### src/rtl/phy_pkg.sv
// rtl/phy_pkg.sv - shared physical-layer constants and receiver state encoding
package phy_pkg;

    localparam logic [7:0] COM_SYMBOL = 8'hBC;

    typedef enum logic [1:0] {
        HUNT   = 2'd0,
        SYNC   = 2'd1,
        LOCKED = 2'd2
    } state_t;

endpackage

### src/rtl/detector_com.sv
// rtl/detector_com.sv - MSB-first 8-bit shift register with COM symbol comparator
module detector_com #(
    parameter logic [7:0] COM_SYMBOL = phy_pkg::COM_SYMBOL
) (
    input  logic       clk,
    input  logic       reset,
    input  logic       data_in,
    output logic [7:0] sr_next,
    output logic       is_com
);

    logic [7:0] r_sr;

    assign sr_next = {r_sr[6:0], data_in};
    assign is_com  = (sr_next == COM_SYMBOL);

    always_ff @(posedge clk or posedge reset) begin
        if (reset) begin
            r_sr <= 8'h00;
        end else begin
            r_sr <= sr_next;
        end
    end

endmodule

### src/rtl/serial_paralelo.sv
// rtl/serial_paralelo.sv - serial-to-parallel receiver: COM hunt, byte lock, byte delivery
module serial_paralelo #(
    parameter logic [7:0]  COM_SYMBOL = phy_pkg::COM_SYMBOL,
    parameter int unsigned LOCK_COUNT = 4
) (
    input  logic       clk_32f,
    input  logic       reset,
    input  logic       data_in,
    output logic [7:0] data_out,
    output logic       valid_out,
    output logic       active,
    output logic       byte_strobe
);

    import phy_pkg::*;

    localparam logic [3:0] LC = 4'(LOCK_COUNT);

    logic [7:0] w_sr_next;
    logic       w_is_com;

    state_t     r_state;
    logic [2:0] r_bit_cnt;
    logic [3:0] r_com_cnt;
    logic [7:0] r_data_out;
    logic       r_valid_out;
    logic       r_active;
    logic       r_byte_strobe;

    detector_com #(
        .COM_SYMBOL (COM_SYMBOL)
    ) u_detector_com (
        .clk     (clk_32f),
        .reset   (reset),
        .data_in (data_in),
        .sr_next (w_sr_next),
        .is_com  (w_is_com)
    );

    always_ff @(posedge clk_32f or posedge reset) begin
        if (reset) begin
            r_state       <= HUNT;
            r_bit_cnt     <= 3'd0;
            r_com_cnt     <= 4'd0;
            r_data_out    <= 8'h00;
            r_valid_out   <= 1'b0;
            r_active      <= 1'b0;
            r_byte_strobe <= 1'b0;
        end else begin
            r_byte_strobe <= 1'b0;
            case (r_state)
                HUNT: begin
                    // Any bit alignment may match; the match fixes the byte phase.
                    if (w_is_com) begin
                        r_bit_cnt <= 3'd0;
                        if (LC == 4'd1) begin
                            r_state   <= LOCKED;
                            r_com_cnt <= LC;
                            r_active  <= 1'b1;
                        end else begin
                            r_state   <= SYNC;
                            r_com_cnt <= 4'd1;
                        end
                    end
                end
                SYNC: begin
                    r_bit_cnt <= r_bit_cnt + 3'd1;
                    if (r_bit_cnt == 3'd7) begin
                        if (w_is_com) begin
                            if (r_com_cnt + 4'd1 >= LC) begin
                                r_state   <= LOCKED;
                                r_com_cnt <= LC;
                                r_active  <= 1'b1;
                            end else begin
                                r_com_cnt <= r_com_cnt + 4'd1;
                            end
                        end else begin
                            r_state   <= HUNT;
                            r_com_cnt <= 4'd0;
                        end
                    end
                end
                LOCKED: begin
                    r_bit_cnt <= r_bit_cnt + 3'd1;
                    if (r_bit_cnt == 3'd7) begin
                        r_data_out    <= w_sr_next;
                        r_valid_out   <= ~w_is_com;
                        r_byte_strobe <= 1'b1;
                    end
                end
                default: begin
                    r_state <= HUNT;
                end
            endcase
        end
    end

    assign data_out    = r_data_out;
    assign valid_out   = r_valid_out;
    assign active      = r_active;
    assign byte_strobe = r_byte_strobe;

endmodule
### config.mk
export PLATFORM = sky130hd
export DESIGN_NAME = serial_paralelo
export DESIGN_NICKNAME = d
export VERILOG_FILES = /design/src/rtl/phy_pkg.sv /design/src/rtl/detector_com.sv /design/src/rtl/serial_paralelo.sv
export SDC_FILE = /design/constraint.sdc
export NUM_CORES = 1
export LEC_CHECK = 0
export CORE_ASPECT_RATIO = 0.75
export CORE_MARGIN = 1.5
export CORE_UTILIZATION = 45
export CTS_CLUSTER_DIAMETER = 120
export DETAILED_ROUTE_END_ITERATION = 8
export PLACE_DENSITY = 0.69
export SYNTH_ARGS = -nofsm -noshare
export SYNTH_HDL_FRONTEND = slang
export SYNTH_SLANG_ARGS = --single-unit
### constraint.sdc
create_clock -name clk_32f -period 2.45 [get_ports clk_32f]
set_clock_uncertainty 0.05 [all_clocks]
set_input_delay 0.245 -clock clk_32f [delete_from_list [all_inputs] [get_ports clk_32f]]
set_output_delay 0.245 -clock clk_32f [all_outputs]
set_load 0.05 [all_outputs]
==> impl_results.md, run 1 <==
* Final setup violation count at 0
* Post-synth top area cell: dfrtp_1
* Starting DRT DRC Count at 30
* Max frequency at 515 MHz
* Syn-to-layout area delta at 17.4%
* WS Path Type: flop to flop
* Min-Delay Path Class: primary input to asynchronous set/reset pin
* Die Wd at 61.8 um
* Layout cells sized above 1 at 0.0625
* Cell area after synthesis at 0.00117 mm^2
* H-tree depth at 1
* Pleak at 0.634 nW
* Main area contributors after synthesis: dfrtp_1 (58%), mux2_1 (8.7%), ha_1 (7.5%), o21ai_1 (4.3%), nand2_1 (2.9%)
* Slew HR at 0.667
* Filler instances at 207
* Root buf cell: clkbuf_4
* Critical path's top delay family: simple AND/OR/NAND/NOR gates
* Design Power at 1.02 mW
* CP max FO at 7
* Worst Path Required at 2.61 ns
* WP data arrival at 2.11 ns
* Synth warn at 0
* Worst slew pin tran at 0.498 ns
* Psw at 0.343 mW
* Internal power at 0.682 mW
* Via count at 764
* Worst Setup Start Kind: flop
* Setup Buffers After CTS at 0
* N_diodes at 0
* Largest net degree at the start of global routing at 28
* Worst skew pair latency at 0.32 ns
* Hold_buf cts at 0
* Mapped Nets at 105
* Max-cap viol count at 0
* Most common cell after layout, fill and taps aside: dfrtp_1
* Reg clk slew, reported paths at 0.13 ns
* Final ANT Viol Nets at 0
* Status: completed
* Number of global-route vias before repair at 733
* Most frequent cells in the layout: dfrtp_1 (27), clkdlybuf4s50_1 (13), o21ai_1 (10)
* Dpl hpwl at 1.44 mm
* Site row count at 15
* Comb power frac at 0.307
* Worst Setup SP: r_state[1]$_DFFE_PP0P_
* Switching share of power at 0.334
* DIE HEIGHT at 47.1 um
* Reg power frac at 0.517
* Wire length per cell at 13.3 um
* Grt total ovfl at 0
* Buffers added on ports at 13
* Post-route DRC violation count at 0
* CORE AREA at 0.00238 mm^2
* First-pass GRT wire length at 3.39 mm
* Drt first pass iters at 4
* Yosys cell types at 29
* Layout net count at 123
* Pwr/cell area at 749 mW/mm^2
* Fin crit share at 0.793
* Endpoint class of the critical path: flop
* Sink Count at 27
* Post_cts resized at 0
* Register area share after synthesis at 0.579
* CTS buffer count at 3
* GP Congestion at 0.773
* Worst slack, placed at 0.395 ns
* IO Count at 14
* Final hold vios at 0
* Min setup slack post-route at 0.508 ns
* Largest buffer count on any clock path at 2
* Drt via density at 5.23
* Clk pwr share at 0.176
* Synth Instances at 95
* Synthesized flop and latch total at 27
* Unrepaired setup endpoints after global routing: no
* Total negative slack at 0 ns
* Crit Reg-Reg Startpoint: r_state[1]$_DFFE_PP0P_
* Die area at 0.00291 mm^2
* Worst vdd ir at 517 uV
* CTS tree: built
* Slowest CP cell: dfrtp_1
* Syn avg cell area at 12.3 um^2
* Post-Route WL at 1.94 mm
* Initial Util at 0.489
* Worst path bufs/invs at 1
* Slew Limit Fails at 0
* Cell Chain, Critical Path: inv_1 > ha_1 > nor2b_1 > or2_1 > a311oi_2 > mux2_1
* Synth top area share at 0.579
* Max incr delay on CP at 0.39 ns
* Post-route minimum period at 1.94 ns
* Initial antenna violation count at 0
* Tot GR Track Use at 0.171
logic make-up (layout without fill, tap and decap cells):
| logic type | Yosys count | after routing | share of synthesized area |
|---|---|---|---|
| multiplexers | 10 | 10 | 0.0955 |
| AO/OA/AOI/OAI | 21 | 21 | 0.124 |
| adder cells (fa/ha/maj) | 7 | 7 | 0.0751 |
| buffers and inverters | 7 | 24 | 0.0225 |
| flip-flops | 27 | 27 | 0.579 |
| AND/OR/NAND/NOR | 23 | 23 | 0.103 |
cell usage after synthesis:
library cell,instances
or2_1,1
mux2i_1,1
o31ai_1,1
nand3_1,2
nand2b_1,2
nand3b_1,1
inv_1,5
nor2_1,2
o21a_1,1
ha_1,7
nand2_1,9
nand4bb_1,1
clkbuf_1,1
o31a_1,1
a21oi_1,1
dfrtp_1,27
o221ai_1,1
a311oi_2,1
o211ai_1,2
inv_2,1
nand4b_1,1
a41o_1,1
a21boi_1,1
nor2b_1,1
nor3_1,2
mux2_1,9
nor2_2,1
o21ai_1,10
a21bo_1,1
worst register-to-register path, delay by kind of cell, from the launching register on:
family | cells | cell delay [ns]
buffers and inverters | 1 | 0.09
multiplexers | 1 | 0.34
AO/OA/AOI/OAI | 1 | 0.25
AND/OR/NAND/NOR | 2 | 0.44
adder cells (fa/ha/maj) | 1 | 0.28
flip-flops | 1 | 0.39
through the flow:
step	cells	utilization	area, um^2	hold slack (ns)
floorplan	95	-	1170	0.226
global placement	142	0.563	1340	0.329
detailed placement	142	0.563	1340	0.343
CTS	146	0.574	1370	0.221
global route	146	0.574	1370	0.241
finish	146	0.574	1370	0.217
sequential cells by signal (all words and copies together), names as in the netlist:
signal	count
active	1
data_out	8
valid_out	1
r_bit_cnt	3
r_state	2
r_com_cnt	4
byte_strobe	1
u_detector_com.r_sr	7
per-layer routing:
| layer | part of all wire | routed length [um] | global-route usage | vias to the layer above |
|---|---|---|---|---|
| li1 | - | - | - | 370 |
| met1 | 0.50 | 960 | 0.232 | 377 |
| met2 | 0.45 | 872 | 0.251 | 12 |
| met3 | 0.036 | 70 | 0.0579 | 5 |
| met4 | 0.019 | 36 | 0.0766 | 0 |
| met5 | 0 | 0 | 0 | - |
path summary, 6_finish.rpt:
check	to	slack, ns	depth (start not counted)
max	r_state[0]$_DFFE_PP0P_	0.51	6
min	data_out[7]$_DFFE_PP0P_	0.22	3
max reg2reg	r_state[0]$_DFFE_PP0P_	0.51	6
min reg2reg	u_detector_com.r_sr[6]$_DFF_PP0_	0.37	0
max in group asynchronous	u_detector_com.r_sr[0]$_DFF_PP0_	1.89	3
min in group clk_32f	u_detector_com.r_sr[0]$_DFF_PP0_	0.36	1
power groups by stage:
| stage | clock network, mW | logic [mW] | registers (mW) |
|---|---|---|---|
| after global routing | 0.212 | 0.353 | 0.535 |
| after global placement | 0 | 0.297 | 0.535 |
| after floorplan | 0 | 0.244 | 0.530 |
| final | 0.180 | 0.315 | 0.530 |
| after detailed placement | 0 | 0.310 | 0.537 |
| after CTS | 0.190 | 0.314 | 0.530 |
cell type report:
type	instances	area, um^2	area share
Sequential cell	27	676	0.494
Multi-Input combinational cell	61	464	0.339
Timing Repair Buffer	14	138	0.101
Tap cell	34	42.5	0.0311
Clock buffer	4	26.3	0.0192
Inverter	6	22.5	0.0165
Power figures use the tool's default switching activity.
==> run 2: changes to the inputs <==
- clock period: 2.45 -> 1.9 ns (I/O delays scaled with it)
==> impl_results.md, run 2 (same netlist as run 1, synthesis figures left out) <==
* Status: completed
* Dpl hpwl at 1.58 mm (+9.4%)
* Die Wd at 61.8 um (unchanged)
* Max frequency at 544 MHz (+5.8%)
* Worst slack, placed at 0.0735 ns (-0.321 ns)
* Initial antenna violation count at 0 (unchanged)
* Largest buffer count on any clock path at 2 (unchanged)
* Starting DRT DRC Count at 39 (+30%)
* Comb power frac at 0.341 (+0.034)
* Internal power at 0.928 mW (+36%)
* WP data arrival at 2.00 ns (-0.11 ns)
* Slew HR at 0.667 (about the same)
* Psw at 0.463 mW (+35%)
* Worst skew pair latency at 0.31 ns (about the same)
* CTS buffer count at 3 (unchanged)
* DIE HEIGHT at 47.1 um (unchanged)
* Post-route DRC violation count at 0 (unchanged)
* WS Path Type: flop to flop
* Cell Chain, Critical Path: inv_1 > ha_1 > nor2b_1 > or2_1 > a311oi_2 > mux2_1
* Wire length per cell at 13.8 um (+3.5%)
* Reg clk slew, reported paths at 0.13 ns (about the same)
* Critical path's top delay family: simple AND/OR/NAND/NOR gates
* Pwr/cell area at 956 mW/mm^2 (+28%)
* DP Area at 0.00141 mm^2 (+5.0%)
* CP max FO at 3 (-4)
* Most common cell after layout, fill and taps aside: dfrtp_1
* Tot GR Track Use at 0.181 (+0.0108)
* Max reg flops at 8 (unchanged)
* Clk pwr share at 0.170 (-0.006)
* Placed Cells at 151 (+6.3%)
* Final setup violation count at 0 (unchanged)
* Design area at 0.00145 mm^2 (+6.2%)
* Min-Delay Path Class: primary input to asynchronous set/reset pin
* IO Count at 14 (unchanged)
* Final ANT Viol Nets at 0 (unchanged)
* Grt total ovfl at 0 (unchanged)
* H-tree depth at 1 (unchanged)
* CTS tree: built
* N_diodes at 0 (unchanged)
* Filler instances at 204 (-1.4%)
* Via count at 818 (+7.1%)
* Final hold vios at 0 (unchanged)
* Drt first pass iters at 4 (unchanged)
* Largest net degree at the start of global routing at 28 (unchanged)
* Non-Filler Instances at 157 (+7.5%)
* Pleak at 0.688 nW (+8.4%)
* Reg power frac at 0.488 (-0.029)
* Fin crit share at 0.967 (+0.174)
* Min setup slack post-route at 0.0634 ns (-0.444 ns)
* Max incr delay on CP at 0.40 ns (about the same)
* Worst vdd ir at 594 uV (+15%)
* Root buf cell: clkbuf_4
* Worst Path Required at 2.06 ns (-0.55 ns)
* First-pass GRT wire length at 3.67 mm (+8.1%)
* Slowest CP cell: dfrtp_1
* Worst path bufs/invs at 1 (unchanged)
* Most frequent cells in the layout: dfrtp_1 (27), clkdlybuf4s50_1 (13), buf_4 (12)
* Number of global-route vias before repair at 821 (+12%)
* Initial Util at 0.489 (unchanged)
* Post-Route WL at 2.16 mm (+11%)
* Site row count at 15 (unchanged)
* Layout net count at 134 (+8.9%)
* Post-route minimum period at 1.84 ns (-0.106 ns)
* Endpoint class of the critical path: flop
* Buffers added on ports at 13 (unchanged)
* Layout cells sized above 1 at 0.154 (+0.0920)
* CORE AREA at 0.00238 mm^2 (unchanged)
* Syn-to-layout area delta at 24.7%
* Sink Count at 27 (unchanged)
* Max-cap viol count at 0 (unchanged)
* Drt via density at 5.21 (-0.43%)
* Die area at 0.00291 mm^2 (unchanged)
* Switching share of power at 0.333 (-0.00163)
* Worst Setup Start Kind: flop
* Worst slew pin tran at 0.498 ns (+0.0000975 ns)
* Slew Limit Fails at 0 (unchanged)
* Total negative slack at 0 ns (unchanged)
* GP Congestion at 0.743 (-3.8%)
## run 2: stage by stage
stage                      util  hold slack, ns  power (mW)
after floorplan               -           0.171       0.998
after global placement    0.592           0.332        1.13
after detailed placement  0.592           0.335        1.15
after CTS                 0.603           0.163        1.39
after global routing      0.610           0.207        1.49
final                     0.610           0.164        1.39
## run 2: power by group through the flow
| stage | registers [mW] | logic (mW) | clock network, mW |
|---|---|---|---|
| after detailed placement | 0.693 | 0.453 | 0 |
| after floorplan | 0.683 | 0.315 | 0 |
| final | 0.679 | 0.474 | 0.237 |
| after global placement | 0.689 | 0.441 | 0 |
| after global routing | 0.688 | 0.534 | 0.264 |
| after CTS | 0.683 | 0.456 | 0.253 |
## run 2: path summary, 6_finish.rpt
check	from	endpoint	slack (ns)	cells after the start
worst max-delay path	r_state[1]$_DFFE_PP0P_	r_state[0]$_DFFE_PP0P_	0.06	6
worst min-delay path	reset	u_detector_com.r_sr[1]$_DFF_PP0_	0.16	3
worst max register to register	r_state[1]$_DFFE_PP0P_	r_state[0]$_DFFE_PP0P_	0.06	6
worst min register to register	u_detector_com.r_sr[4]$_DFF_PP0_	u_detector_com.r_sr[5]$_DFF_PP0_	0.36	0
max in group asynchronous	reset	r_com_cnt[3]$_DFFE_PP0P_	1.39	3
min in group clk_32f	data_in	u_detector_com.r_sr[0]$_DFF_PP0_	0.30	1
## run 2: cell type report
cell class                      count  area, um^2  share of cell area
Multi-Input combinational cell     61         467               0.321
Timing Repair Buffer               25         220               0.151
Tap cell                           34        42.5              0.0293
Sequential cell                    27         676               0.465
Clock buffer                        4        26.3              0.0181
Inverter                            6        22.5              0.0155
## run 2: repair_timing
item / 4_1_cts / 5_1_grt
hold buffers: 0 / 0
gates resized for setup: 0 / 1
buffers inserted: 0 / 2
setup endpoints to repair: 0 / 9
## run 2: layer usage
metal / track usage / share of wire / vias to the layer above / routed length (um)
met4: 0.0723 / 0.017 / 0 / 36
met5: 0 / 0 / - / 0
met2: 0.280 / 0.43 / 18 / 938
met3: 0.0496 / 0.043 / 4 / 93
met1: 0.246 / 0.50 / 399 / 1090
li1: - / - / 397 / -
## run 2: worst register-to-register path, delay by kind of cell (launching register included)
kind | cells | cell delay, ns
AOI/OAI and AO/OA | 1 | 0.26
adders and majority gates | 1 | 0.19
buffers and inverters | 1 | 0.07
DFF | 1 | 0.40
muxes | 1 | 0.35
and+or+nand+nor | 2 | 0.42
